--- src/rtl/snake_pkg.sv ---
// Shared definitions for the snake display path: cell object codes, RGB565
// palette, LCD command bytes and grid/cell geometry defaults.
package snake_pkg;

  typedef enum logic [2:0] {
    BLANK      = 3'd0,
    SNAKE_HEAD = 3'd1,
    SNAKE_BODY = 3'd2,
    APPLE_C    = 3'd3,
    BORDER_C   = 3'd4
  } obj_code_t;

  localparam logic [15:0] RGB_BLANK  = 16'h0000;
  localparam logic [15:0] RGB_HEAD   = 16'h03E0;
  localparam logic [15:0] RGB_BODY   = 16'h07E0;
  localparam logic [15:0] RGB_APPLE  = 16'hF800;
  localparam logic [15:0] RGB_BORDER = 16'h8410;
  localparam logic [15:0] RGB_OTHER  = 16'hF81F;
  localparam logic [15:0] RGB_GRID   = 16'h2104;

  localparam logic [7:0] CMD_CASET = 8'h2A;
  localparam logic [7:0] CMD_PASET = 8'h2B;
  localparam logic [7:0] CMD_RAMWR = 8'h2C;

  localparam int CELL_W_DEF = 20;
  localparam int CELL_H_DEF = 20;
  localparam int GRID_X_DEF = 16;
  localparam int GRID_Y_DEF = 12;

  typedef enum logic [2:0] {
    IDLE, CASET_C, CASET_D, PASET_C, PASET_D, RAMWR_C, PIX, DONE
  } rstate_t;

  // Base fill colour of a cell; unnamed codes 5-7 show up as magenta.
  function automatic logic [15:0] code_rgb(input logic [2:0] code);
    logic [15:0] c;
    case (code)
      BLANK:      c = RGB_BLANK;
      SNAKE_HEAD: c = RGB_HEAD;
      SNAKE_BODY: c = RGB_BODY;
      APPLE_C:    c = RGB_APPLE;
      BORDER_C:   c = RGB_BORDER;
      default:    c = RGB_OTHER;
    endcase
    return c;
  endfunction

endpackage

--- src/rtl/lcd_byte_writer.sv ---
// One 8080-style write cycle: wr_n low for a cycle with data/dc valid, then
// wr_n high with data/dc held. done is high in the second cycle so the
// controller can chain the next byte with no gap.
module lcd_byte_writer (
  input  logic       clk,
  input  logic       nrst,
  input  logic       start,
  input  logic [7:0] data_in,
  input  logic       dc,
  output logic       wr_n,
  output logic [7:0] data,
  output logic       dc_out,
  output logic       done
);

  // Strobe generator; data and dc stay put between bytes.
  always_ff @(posedge clk or negedge nrst) begin
    if (!nrst) begin
      wr_n   <= 1'b1;
      data   <= 8'h00;
      dc_out <= 1'b1;
      done   <= 1'b0;
    end else if (start) begin
      wr_n   <= 1'b0;
      data   <= data_in;
      dc_out <= dc;
      done   <= 1'b0;
    end else begin
      wr_n   <= 1'b1;
      done   <= ~wr_n;
    end
  end

endmodule

--- src/rtl/cell_renderer.sv ---
// Repaints one grid cell on an ILI9341-class LCD per accepted diff report:
// CASET/PASET window setup, RAMWR, then CELL_W*CELL_H RGB565 pixels.
// Build option CELL_RENDERER_GRID_EN: draws grid lines on the last column and
// last row of non-border cells.
module cell_renderer
  import snake_pkg::*;
#(
  parameter int CELL_W = CELL_W_DEF,
  parameter int CELL_H = CELL_H_DEF,
  parameter int GRID_X = GRID_X_DEF,
  parameter int GRID_Y = GRID_Y_DEF
) (
  input  logic       clk,
  input  logic       nrst,
  input  logic       diff,
  input  logic [3:0] x,
  input  logic [3:0] y,
  input  logic [2:0] obj_code,
  output logic       ready,
  output logic       busy,
  output logic       lcd_cs_n,
  output logic       lcd_dc,
  output logic       lcd_wr_n,
  output logic [7:0] lcd_data
);

  localparam logic [8:0]  PIX_LAST = 9'(CELL_W * CELL_H - 1);
  localparam logic [15:0] CW16     = 16'(CELL_W);
  localparam logic [15:0] CH16     = 16'(CELL_H);

  rstate_t     state, nstate;
  logic [1:0]  sub, nsub;
  logic [8:0]  pix, npix;
  logic        hi, nhi;
  logic [3:0]  x_q, y_q;
  logic [2:0]  code_q;
  logic        start, wdc, done, accept, in_range, adv;
  logic [7:0]  wbyte;
  logic [15:0] x0, y0, cur_rgb, nxt_rgb;
  logic [31:0] wx, wy;

  assign ready    = (state == IDLE) || (state == DONE);
  assign busy     = (state != IDLE);
  assign lcd_cs_n = ready;
  assign accept   = ready && diff;
  assign in_range = ({1'b0, x} < 5'(GRID_X)) && ({1'b0, y} < 5'(GRID_Y));

  // Window edges, 16-bit so the far corner cell cannot wrap.
  assign x0 = 16'(x_q) * CW16;
  assign y0 = 16'(y_q) * CH16;
  assign wx = {x0, x0 + CW16 - 16'd1};
  assign wy = {y0, y0 + CH16 - 16'd1};

  function automatic logic [7:0] win_byte(input logic [31:0] w, input logic [1:0] k);
    logic [7:0] b;
    case (k)
      2'd0:    b = w[31:24];
      2'd1:    b = w[23:16];
      2'd2:    b = w[15:8];
      default: b = w[7:0];
    endcase
    return b;
  endfunction

`ifdef CELL_RENDERER_GRID_EN
  localparam logic [4:0] COL_LAST = 5'(CELL_W - 1);
  localparam logic [4:0] ROW_LAST = 5'(CELL_H - 1);
  logic [4:0] col, row, ncol, nrow;

  function automatic logic [15:0] grid_rgb(input logic [2:0] code,
                                           input logic [4:0] c, input logic [4:0] r);
    logic [15:0] v;
    v = code_rgb(code);
    if (code < BORDER_C && (c == COL_LAST || r == ROW_LAST))
      v = RGB_GRID;
    return v;
  endfunction

  assign ncol    = (col == COL_LAST) ? 5'd0 : col + 5'd1;
  assign nrow    = (col == COL_LAST) ? row + 5'd1 : row;
  assign cur_rgb = grid_rgb(code_q, col, row);
  assign nxt_rgb = grid_rgb(code_q, ncol, nrow);

  // Column/row position of the pixel currently on the bus.
  always_ff @(posedge clk or negedge nrst) begin
    if (!nrst) begin
      col <= 5'd0;
      row <= 5'd0;
    end else if (accept) begin
      col <= 5'd0;
      row <= 5'd0;
    end else if (adv) begin
      col <= ncol;
      row <= nrow;
    end
  end
`else
  assign cur_rgb = code_rgb(code_q);
  assign nxt_rgb = cur_rgb;
`endif

  // Latch the cell report on accept.
  always_ff @(posedge clk or negedge nrst) begin
    if (!nrst) begin
      x_q    <= 4'd0;
      y_q    <= 4'd0;
      code_q <= 3'd0;
    end else if (accept) begin
      x_q    <= x;
      y_q    <= y;
      code_q <= obj_code;
    end
  end

  // State and byte/pixel counters.
  always_ff @(posedge clk or negedge nrst) begin
    if (!nrst) begin
      state <= IDLE;
      sub   <= 2'd0;
      pix   <= 9'd0;
      hi    <= 1'b0;
    end else begin
      state <= nstate;
      sub   <= nsub;
      pix   <= npix;
      hi    <= nhi;
    end
  end

  // Next-state and next-byte selection; a new byte launches as the previous
  // one finishes its hold cycle.
  always_comb begin
    nstate = state;
    nsub   = sub;
    npix   = pix;
    nhi    = hi;
    start  = 1'b0;
    wbyte  = 8'h00;
    wdc    = 1'b1;
    adv    = 1'b0;
    case (state)
      IDLE, DONE: begin
        nstate = IDLE;
        if (accept && in_range) begin
          nstate = CASET_C;
          nsub   = 2'd0;
          npix   = 9'd0;
          start  = 1'b1;
          wbyte  = CMD_CASET;
          wdc    = 1'b0;
        end
      end
      CASET_C: if (done) begin
        nstate = CASET_D;
        nsub   = 2'd0;
        start  = 1'b1;
        wbyte  = win_byte(wx, 2'd0);
      end
      CASET_D: if (done) begin
        start = 1'b1;
        if (sub == 2'd3) begin
          nstate = PASET_C;
          wbyte  = CMD_PASET;
          wdc    = 1'b0;
        end else begin
          nsub  = sub + 2'd1;
          wbyte = win_byte(wx, sub + 2'd1);
        end
      end
      PASET_C: if (done) begin
        nstate = PASET_D;
        nsub   = 2'd0;
        start  = 1'b1;
        wbyte  = win_byte(wy, 2'd0);
      end
      PASET_D: if (done) begin
        start = 1'b1;
        if (sub == 2'd3) begin
          nstate = RAMWR_C;
          wbyte  = CMD_RAMWR;
          wdc    = 1'b0;
        end else begin
          nsub  = sub + 2'd1;
          wbyte = win_byte(wy, sub + 2'd1);
        end
      end
      RAMWR_C: if (done) begin
        nstate = PIX;
        npix   = 9'd0;
        nhi    = 1'b1;
        start  = 1'b1;
        wbyte  = cur_rgb[15:8];
      end
      PIX: if (done) begin
        if (hi) begin
          nhi   = 1'b0;
          start = 1'b1;
          wbyte = cur_rgb[7:0];
        end else if (pix == PIX_LAST) begin
          nstate = DONE;
        end else begin
          npix  = pix + 9'd1;
          nhi   = 1'b1;
          adv   = 1'b1;
          start = 1'b1;
          wbyte = nxt_rgb[15:8];
        end
      end
      default: nstate = IDLE;
    endcase
  end

  lcd_byte_writer u_wr (
    .clk     (clk),
    .nrst    (nrst),
    .start   (start),
    .data_in (wbyte),
    .dc      (wdc),
    .wr_n    (lcd_wr_n),
    .data    (lcd_data),
    .dc_out  (lcd_dc),
    .done    (done)
  );

endmodule

--- config.mk ---
export PLATFORM = sky130hd
export DESIGN_NAME = cell_renderer
export DESIGN_NICKNAME = d
export VERILOG_FILES = /design/src/rtl/snake_pkg.sv /design/src/rtl/lcd_byte_writer.sv /design/src/rtl/cell_renderer.sv
export SDC_FILE = /design/constraint.sdc
export NUM_CORES = 1
export LEC_CHECK = 0
export CORE_MARGIN = 8
export CORE_UTILIZATION = 35
export DETAILED_ROUTE_END_ITERATION = 10
export GPL_ROUTABILITY_DRIVEN = 0
export PLACE_DENSITY_LB_ADDON = 0.2
export SKIP_CTS_REPAIR_TIMING = 1
export SYNTH_ARGS = -nofsm -noshare
export SYNTH_HDL_FRONTEND = slang
export SYNTH_SLANG_ARGS = --single-unit
--- constraint.sdc ---
create_clock -name clk -period 2.3 [get_ports clk]
set_clock_uncertainty 0.2 [all_clocks]
set_input_delay 0.23 -clock clk [delete_from_list [all_inputs] [get_ports clk]]
set_output_delay 0.23 -clock clk [all_outputs]
set_load 0.02 [all_outputs]
# Word-level counts from Yosys, hierarchy flattened
# Index checks and enable logic that the tools add are counted.
dict set report totals {
  ff_bits 37
  inputBits 14
  out_inout_bits 13
  elab_cells 123
}
dict set report op_classes {
  addsub 6
  mul 2
  n_lt_le_gt_ge 1
  eq_ne 30
  muxes 54
  n_bitwise 1
  reduce_logical 18
}
# cell n
set ops {}
lappend ops {{$pmux W16 S5} 1}
lappend ops {{$mux W8} 8}
lappend ops {{$pmux W8 S7} 1}
lappend ops {{$pmux W8 S3} 2}
lappend ops {{$mux W9} 5}
lappend ops {{$mux W3} 10}
lappend ops {{$pmux W9 S3} 1}
lappend ops {{$sub A10 B1 Y11 const B} 2}
lappend ops {{$pmux W3 S7} 1}
lappend ops {{$add A9 B5 Y10 const B} 2}
lappend ops {{$mux W1} 16}
lappend ops {{$ne A2 B1 Y1 const B} 8}
lappend ops {{$eq A3 B3 Y1 const B} 5}
lappend ops {{$mul A4 B3 Y7 const B} 2}
lappend ops {{$ne A2 B2 Y1 const B} 7}
lappend ops {{$eq A3 B2 Y1 const B} 4}
lappend ops {{$reduce_and A10 Y1} 1}
lappend ops {{$add A9 B1 Y9 const B} 1}
lappend ops {{$eq A9 B9 Y1 const B} 1}
lappend ops {{$reduce_bool A3 Y1} 3}
lappend ops {{$mux W2} 4}
lappend ops {{$eq A3 B1 Y1 const B} 2}
lappend ops {{$logic_not A3 Y1} 2}
lappend ops {{$mux W6} 1}
lappend ops {{other kinds (17)} 22}

# Depth between registers and ports, before layout
# Gate-level depths: netlist of run 1.
dict set report depth {
  ltp_word 7
  mapped_depth 9
  mapped_depth_nobuf 8
}

# Cells and area by module
# A second synthesis of run 1 with hierarchy kept.
dict set report hier_totals {
  cells_unflattened 292
  area_unflattened_um2 2703.8
}
# module instances cells_per_inst area_per_inst_um2 seq_area_each_um2
set modules_own_cells {}
lappend modules_own_cells {cell_renderer 1 269 2275.9 650.6}
lappend modules_own_cells {lcd_byte_writer 1 23 427.9 277.8}

# Least setup slack after synthesis of run 1
# OpenSTA, ideal clock, no wires.
dict set report synth_timing {
  path_kind {register -> register}
  from {register y_q[3]}
  to {register u_wr.data[0]}
  setup_ns 0.137
  arrival_time_ns 2.119
  required_time_ns 1.963
  path_slack_ns -0.156
  stages_incl_launch_ff 9
  n_path_buf 0
  period_less_slack_ns 2.456
  path_cell_list {dfrtp_1 -> ha_1 -> ha_1 -> fa_1 -> xor2_1 -> nand3_1 -> xor2_1 -> a41oi_1 -> nand4_1}
}
dict set report synth_between {
  elab_chain_cells 7
  word_cells_on_any_way 8
  classes_between {2 x add/sub; 1 x mul; 5 x mux}
}
# item line_no
set synth_lines {}
lappend synth_lines {{start, declared} cell_renderer.sv:35} ;# logic [3:0] x_q, y_q;
lappend synth_lines {{start signal, assigned} cell_renderer.sv:110} ;# y_q <= y;
lappend synth_lines {{$mul A4 B3 Y7 *} cell_renderer.sv:50} ;# assign y0 = 16'(y_q) * CH16;
lappend synth_lines {{$add A9 B5 Y10} cell_renderer.sv:52} ;# assign wy = {y0, y0 + CH16 - 16'd1};
lappend synth_lines {{$sub A10 B1 Y11} cell_renderer.sv:52}
lappend synth_lines {{$pmux W8 S3} cell_renderer.sv:56} ;# case (k)
lappend synth_lines {{$mux W8} cell_renderer.sv:178} ;# if (sub == 2'd3) begin
lappend synth_lines {{$mux W8} cell_renderer.sv:176} ;# PASET_D: if (done) begin
lappend synth_lines {{$pmux W8 S7 *} cell_renderer.sv:141} ;# case (state)
lappend synth_lines {{end signal, assigned} lcd_byte_writer.sv:25} ;# data <= data_in;
lappend synth_lines {{end, declared} lcd_byte_writer.sv:11} ;# output logic [7:0] data,
# Every way passes the cells marked *; elsewhere a longest branch is shown, timed or not.
# A chain may end at the register's enable or synchronous reset.

# Worst setup path in the final report of run 1
dict set report layout_timing {
  from {register y_q[1]}
  to {register u_wr.data[0]}
}
# The elaborated chain is that of the path after synthesis.

==> out/results.tsv, run 1 <==
stage	metric	value	unit
floorplanning	die span in x	104	um
power_and_ir_drop	power share of the combinational group	69.5	%
placed_design	port bufs	26	
final_layout	layout cell share with drive strength beyond 1	26.2	%
critical_path	cell mode on critical path	ha_4	
power_and_ir_drop	Switching Fraction	44.1	%
logic_synthesis	Cells after Synth	292	
run_status	failing checks	negative setup slack	
power_and_ir_drop	Pint	3.13	mW
global_route	GR Util met1	20.6	%
route	DRC Markers	0	
power_and_ir_drop	clock power share	10.5	%
route	via count	2504	
clock_network	CTS root buf	clkbuf_8	
logic_synthesis	Ys Warns	0	
critical_path	Crit-path slowest cell	fa_2	
logic_synthesis	post-synthesis sequential area ratio	34.1	%
placed_design	DP Wirelength	5850	um
sta	Worst Max-Slew Pin Slew	0.859	ns
clock_network	Num CTS Buffers	5	
clock_network	Clock Pin Slew Worst Setup and Hold Paths	0.09	ns
route	DR WL/cell	17.1	um
floorplanning	DIE HEIGHT	104	um
route	final WL	7760	um
final_layout	Area Growth Syn to Fin	32.8	%
logic_synthesis	Synth area leader	dfrtp_1	
final_layout	area used by multi-input combinational logic	0.00179	mm^2
route	drt first pass iters	5	
logic_synthesis	Post-synth EDFFs	0	
final_layout	final-stage net count	381	
global_route	met3 Resource Use GR	3.53	%
run_status	status	finished with violations	
logic_synthesis	syn nets	323	
run	MaxCap Viol Count	0	
route	iteration-0 DRC count of the detailed router	199	
critical_path	Worst Path Max Fanout	4	
global_route	first-pass GRT wire length	13100	um
logic_synthesis	Async SR Flop Fraction	100	%
logic_synthesis	count leader, synth	dfrtp_1	
final_layout	cell area after layout	0.00361	mm^2
sta	RSZ-0062 raised after global routing	yes	
power_and_ir_drop	Design Power	5.60	mW
sta	Slew Viols, Final	0	
power_and_ir_drop	static leakage	1.52	nW
floorplanning	die area	0.0109	mm^2
floorplanning	FP Rows	32	
critical_path	Critical Path RT	2.25	ns
power_and_ir_drop	pwr/cell area	1550	mW/mm^2
power_and_ir_drop	Sequential Power Share	20.0	%
logic_synthesis	post-synthesis cell area	0.00272	mm^2
clock_network	Max Buffers Root-to-Sink	2	
floorplanning	Core Area	0.00765	mm^2
clock_network	H-tree levels	2	
critical_path	Top delay family on crit path	adder cells	
final_layout	diode count	0	
sta	Final Cycle Share	108	%
logic_synthesis	Yosys reg bits	37	
worst_hold_path	Hold Crit Class	flop to flop	
route	vias per cell	5.53	
critical_path	Buf/Inv on CP	1	
critical_path	critical path class	flop to flop	
power_and_ir_drop	sw power	2.47	mW
global_route	initial antenna violation count	0	
logic_synthesis	Synth Flop Type	dfrtp_1	
critical_path	Critical Path AT	2.44	ns
global_route	gr busiest metal	met2	
sta	final setup vio count	4	
logic_synthesis	Syn Area/Cell	9.32	um^2
global_route	met2 usage	21.1	%
clock_network	clock latency on the worst-skew pair	0.29	ns
clock_network	Clock Sinks	37	
power_and_ir_drop	VDD IR-drop max	0.844	mV
global_route	vias in the first global route	2549	
sta	Max Fclk	0.401	GHz
global_route	grt total ovfl	0	
global_route	largest net degree at the start of global routing	38	
route	Post-DRT Antenna Nets	0	
placed_design	worst slack, placed	-0.164	ns
critical_path	worst-path cell chain	ha_4 -> ha_4 -> fa_2 -> buf_6 -> nand3_2 -> xor2_1 -> a41oi_1 -> nand4_1	
sta	final worst setup slack	-0.194	ns
placed_design	DP Area	0.00333	mm^2
sta	crit path time final	2.49	ns
critical_path	critical path's largest stage delay	0.63	ns
critical_path	startpoint types	flop	
logic_synthesis	Synth area leaders	dfrtp_1 32%, ha_1 6.9%, mux2_2 4.6%	
logic_synthesis	Distinct cells, synth	64	
critical_path	internal reg-to-reg setup slack	-0.19	ns
sta	Hold Violations, Final	0	
floorplanning	Initial Utilization	35.6	%
final_layout	# fillers	733	
global_route	Total GRT Usage	14.4	%
sta	normalized max-slew margin	42.7	%
logic_synthesis	commonest cells in the netlist	35 x dfrtp_1, 32 x nand2_1, 17 x o21ai_0	
floorplanning	boundary pin count	27	
logic_synthesis	share of the synthesized area in the top cell type	32.2	%
clock_network	CTS tree	done	
final_layout	Sequential Area	928	um^2
critical_path	crit path capture type	flop	
[per-stage QoR]
step	instances	util, %	hold slack, ns	TNS (ns)
2_1_floorplan	292	-	-0.266	-0.266
3_3_place_gp	440	43.6	0.206	-0.414
3_5_place_dp	440	43.6	0.207	-0.586
4_1_cts	448	45.1	-0.117	-0.803
5_1_grt	453	47.3	0.325	-0.954
6_report	453	47.3	0.298	-0.582
[worst reg2reg max path, cell delays in order, from the launching register on]
cell and delay, ns:
dfrtp_1 0.42, ha_4 0.25, ha_4 0.16, fa_2 0.63
buf_6 0.12, nand3_2 0.07, xor2_1 0.15, a41oi_1 0.21
nand4_1 0.13
[power by group through the flow]
stage / sequential, mW / combinational [mW] / clock (mW)
5_1_grt: 1.16 / 4.27 / 0.627
3_3_place_gp: 1.12 / 3.38 / 0
4_1_cts: 1.11 / 3.42 / 0.605
2_1_floorplan: 1.16 / 2.14 / 0
6_report: 1.12 / 3.89 / 0.587
3_5_place_dp: 1.12 / 3.40 / 0
[state kept, by name, indices dropped and copies added, names as in the netlist, 2 cells and up]
register   count
pix            9
u_wr.data      8
x_q            4
y_q            4
code_q         3
state          3
sub            2
[logic make-up after synthesis]
kind of cell / synth area share, %
flops: 34.1
fa+ha+maj: 8.37
mux: 6.76
compound gates: 26.2
buf+inv: 5.15
xor+xnor: 3.22
simple gates: 16.2
[metal layers]
layer  vias up  wire length, um
met5         -                0
li1       1222                -
met3        10              424
met2        71             3420
met1      1201             3810
met4         0              110
[path summary, 6_finish.rpt]
path                            startpoint      endpoint  depth (start not counted)
worst max-delay path                y_q[1]  u_wr.data[0]                          8
worst min-delay path             u_wr.wr_n     u_wr.done                          1
worst max register to register      y_q[1]  u_wr.data[0]                          8
worst min register to register   u_wr.wr_n     u_wr.done                          1
max in group asynchronous             nrst        pix[8]                          2
min in group asynchronous             nrst        x_q[0]                          2
[layout by cell type, fill, tap and decap left out, types with 4 or more instances in the layout]
cell type	netlist	layout
ha_4	0	4
a31oi_1	4	4
clkbuf_8	0	5
xor2_1	5	4
mux2_2	11	11
buf_4	2	41
nand3_1	15	12
dfrtp_1	35	35
nand2_1	32	32
o22a_1	5	5
mux2i_1	6	6
ha_1	15	11
nand2b_1	5	5
o31ai_1	4	4
nor2_1	10	10
a21oi_1	12	12
a21boi_0	4	4
clkdlybuf4s50_1	0	23
nand4_1	6	6
a22oi_1	8	7
o21ai_0	17	17
inv_1	11	11
[layout make-up]
class	count	area share (%)
clock buffers	5	1.90
well taps	102	3.53
clock inverters	3	1.28
inverters	11	1.14
multi-input cells	225	49.6
repair buffers	70	16.9
flip-flops and latches	37	25.7
(Power assumes the default switching activity.)
==> run 2: changes to the inputs <==
- GPL_TIMING_DRIVEN: not set -> 0
==> out/results.tsv, run 2 (synthesis gave the netlist of run 1 again) <==
stage	metric	value	unit	change
run_status	status	finished with violations		
run_status	failing checks	negative setup slack		
global_route	initial antenna violation count	0		unchanged
sta	Worst Max-Slew Pin Slew	0.851	ns	-0.00831 ns
worst_hold_path	Min-Delay Path Depth	1		unchanged
critical_path	startpoint types	flop		
floorplanning	Initial Utilization	35.6	%	unchanged
critical_path	Critical Path AT	2.55	ns	+0.11 ns
critical_path	crit path capture type	flop		
final_layout	top flop regs	pix x9, u_wr.data x8		
floorplanning	FP Rows	32		unchanged
power_and_ir_drop	VDD IR-drop max	0.576	mV	-32%
global_route	first-pass GRT wire length	12400	um	-5.4%
global_route	Total GRT Usage	13.9	%	-0.56 points
sta	Slew Viols, Final	0		unchanged
final_layout	diode count	0		unchanged
sta	crit path time final	2.52	ns	+0.0230 ns
route	vias per cell	5.58		+1.0%
sta	Hold Violations, Final	0		unchanged
worst_hold_path	Worst Hold Path EP	u_wr.done		
clock_network	CTS tree	done		
final_layout	max reg flops	9		unchanged
floorplanning	boundary pin count	27		unchanged
critical_path	Critical Path RT	2.33	ns	+0.08 ns
route	iteration-0 DRC count of the detailed router	203		+2.0%
route	drt first pass iters	4		-1
floorplanning	DIE HEIGHT	104	um	unchanged
clock_network	CTS root buf	clkbuf_8		
sta	setup_tns	-0.768	ns	-0.186 ns
sta	RSZ-0062 raised after global routing	yes		
clock_network	H-tree levels	2		unchanged
clock_network	Max Buffers Root-to-Sink	2		unchanged
route	DRC Markers	0		unchanged
sta	Final Cycle Share	109	%	+1.0 points
global_route	vias in the first global route	2396		-6.0%
placed_design	DP Wirelength	5410	um	-7.6%
placed_design	DP Cell Count	420		-4.5%
final_layout	Final Instance Count excl. Fillers	446		-1.5%
critical_path	internal reg-to-reg setup slack	-0.22	ns	-0.02 ns
power_and_ir_drop	Design Power	5.22	mW	-6.7%
final_layout	commonest non-fill, non-tap cell in the layout	nand2_1		
route	final WL	7500	um	-3.4%
final_layout	final-stage net count	374		-1.8%
final_layout	largest register by flop count	pix		
clock_network	Clock Sinks	37		unchanged
worst_hold_path	Hold Startpoint	u_wr.wr_n		
sta	final worst setup slack	-0.217	ns	-0.0230 ns
critical_path	R2R cell count	8		unchanged
critical_path	Crit. Startpoint	y_q[3]		
route	via count	2490		-0.56%
run	MaxCap Viol Count	0		unchanged
route	DR WL/cell	16.8	um	-1.8%
final_layout	Area Growth Syn to Fin	29.4	%	
sta	normalized max-slew margin	43.3	%	+0.55 points
floorplanning	die span in x	104	um	unchanged
placed_design	port bufs	26		unchanged
clock_network	Clock Pin Slew Worst Setup and Hold Paths	0.08	ns	about the same
clock_network	clock latency on the worst-skew pair	0.29	ns	about the same
worst_hold_path	Hold Crit Class	flop to flop		
sta	Max Fclk	0.397	GHz	-0.91%
floorplanning	Core Area	0.00765	mm^2	unchanged
floorplanning	die area	0.0109	mm^2	unchanged
critical_path	critical path class	flop to flop		
global_route	largest net degree at the start of global routing	38		unchanged
clock_network	Num CTS Buffers	5		unchanged
final_layout	layout cell share with drive strength beyond 1	24.4	%	-1.8 points
critical_path	Worst Path Max Fanout	4		unchanged
critical_path	launch point of the worst reg-to-reg path	y_q[3]		
final_layout	most frequent cells in the layout	31 x nand2_1, 30 x dfrtp_1, 23 x clkdlybuf4s50_1, 19 x buf_4, 17 x o21ai_0		
power_and_ir_drop	pwr/cell area	1480	mW/mm^2	-4.3%
critical_path	R2R Path End	u_wr.data[7]		
route	Post-DRT Antenna Nets	0		unchanged
final_layout	final core utilization	46.1	%	-1.2 points
global_route	grt total ovfl	0		unchanged
sta	final setup vio count	5		+1
power_and_ir_drop	static leakage	1.43	nW	-5.6%
## run 2: cell count changes in the layout (fill, tap and decap cells not counted), moves of 4 or more
cell      change
buf_4        -22
clkbuf_1      +9
dfrtp_1       -5
dfrtp_2       +5
buf_2         +4
## run 2: how the worst max path moves through the flow
stage | end | slack, ns | depth (start not counted)
2_1_floorplan | u_wr.data[7] | -0.14 | 8
3_3_place_gp | u_wr.data[6] | -0.39 | 7
3_5_place_dp | u_wr.data[6] | -0.37 | 7
4_1_cts | ready | -0.41 | 6
5_1_grt | u_wr.data[7] | -0.29 | 8
6_report | u_wr.data[7] | -0.22 | 8
## run 2: layout make-up
| cell class | count | area [um^2] |
|---|---|---|
| buffer | 18 | 97.6 |
| clock buffer | 6 | 72.6 |
| clock inverter | 2 | 38.8 |
| fill | 753 | 4130 |
| inverter | 11 | 41.3 |
| multi-input combinational | 225 | 1800 |
| sequential | 37 | 935 |
| tap | 102 | 128 |
| timing repair buffer | 45 | 409 |
## run 2: metrics by stage
| stage | instance area [um^2] | worst slack (ns) | hold WS, ns |
|---|---|---|---|
| 3_5_place_dp | 3120 | -0.374 | 0.186 |
| 3_3_place_gp | 3130 | -0.386 | 0.280 |
| 2_1_floorplan | 2740 | -0.136 | -0.266 |
| 6_report | 3520 | -0.217 | 0.293 |
| 4_1_cts | 3240 | -0.409 | -0.138 |
| 5_1_grt | 3520 | -0.289 | 0.317 |
## run 2: critical path, stage by stage, from the launching register on
cell,delay [ns]
dfrtp_2,0.44
ha_4,0.26
ha_4,0.16
fa_2,0.57
nand3_1,0.10
xnor2_1,0.17
a22oi_1,0.11
o32a_1,0.37
nand3_1,0.09
## run 2: report_power, final
group / switching (mW) / leakage, nW / internal (mW)
clock: 0.246 / 0.0554 / 0.326
combinational: 1.86 / 0.918 / 1.68
sequential: 0.221 / 0.462 / 0.899
total: 2.32 / 1.43 / 2.90
## run 2: metal layers
metal  routed length, um  track usage (%)  share of wire (%)
met5                   0                0                  0
met2                3420             20.9                 46
met3                 276             2.73                3.7
met1                3760             19.5                 50
met4                  51             3.72               0.68
==> run 3: changes to the inputs <==
- CTS_CLUSTER_SIZE: not set -> 28
==> results of run 3 <==
Final layout, timing and power as in run 2 (identical DEF).
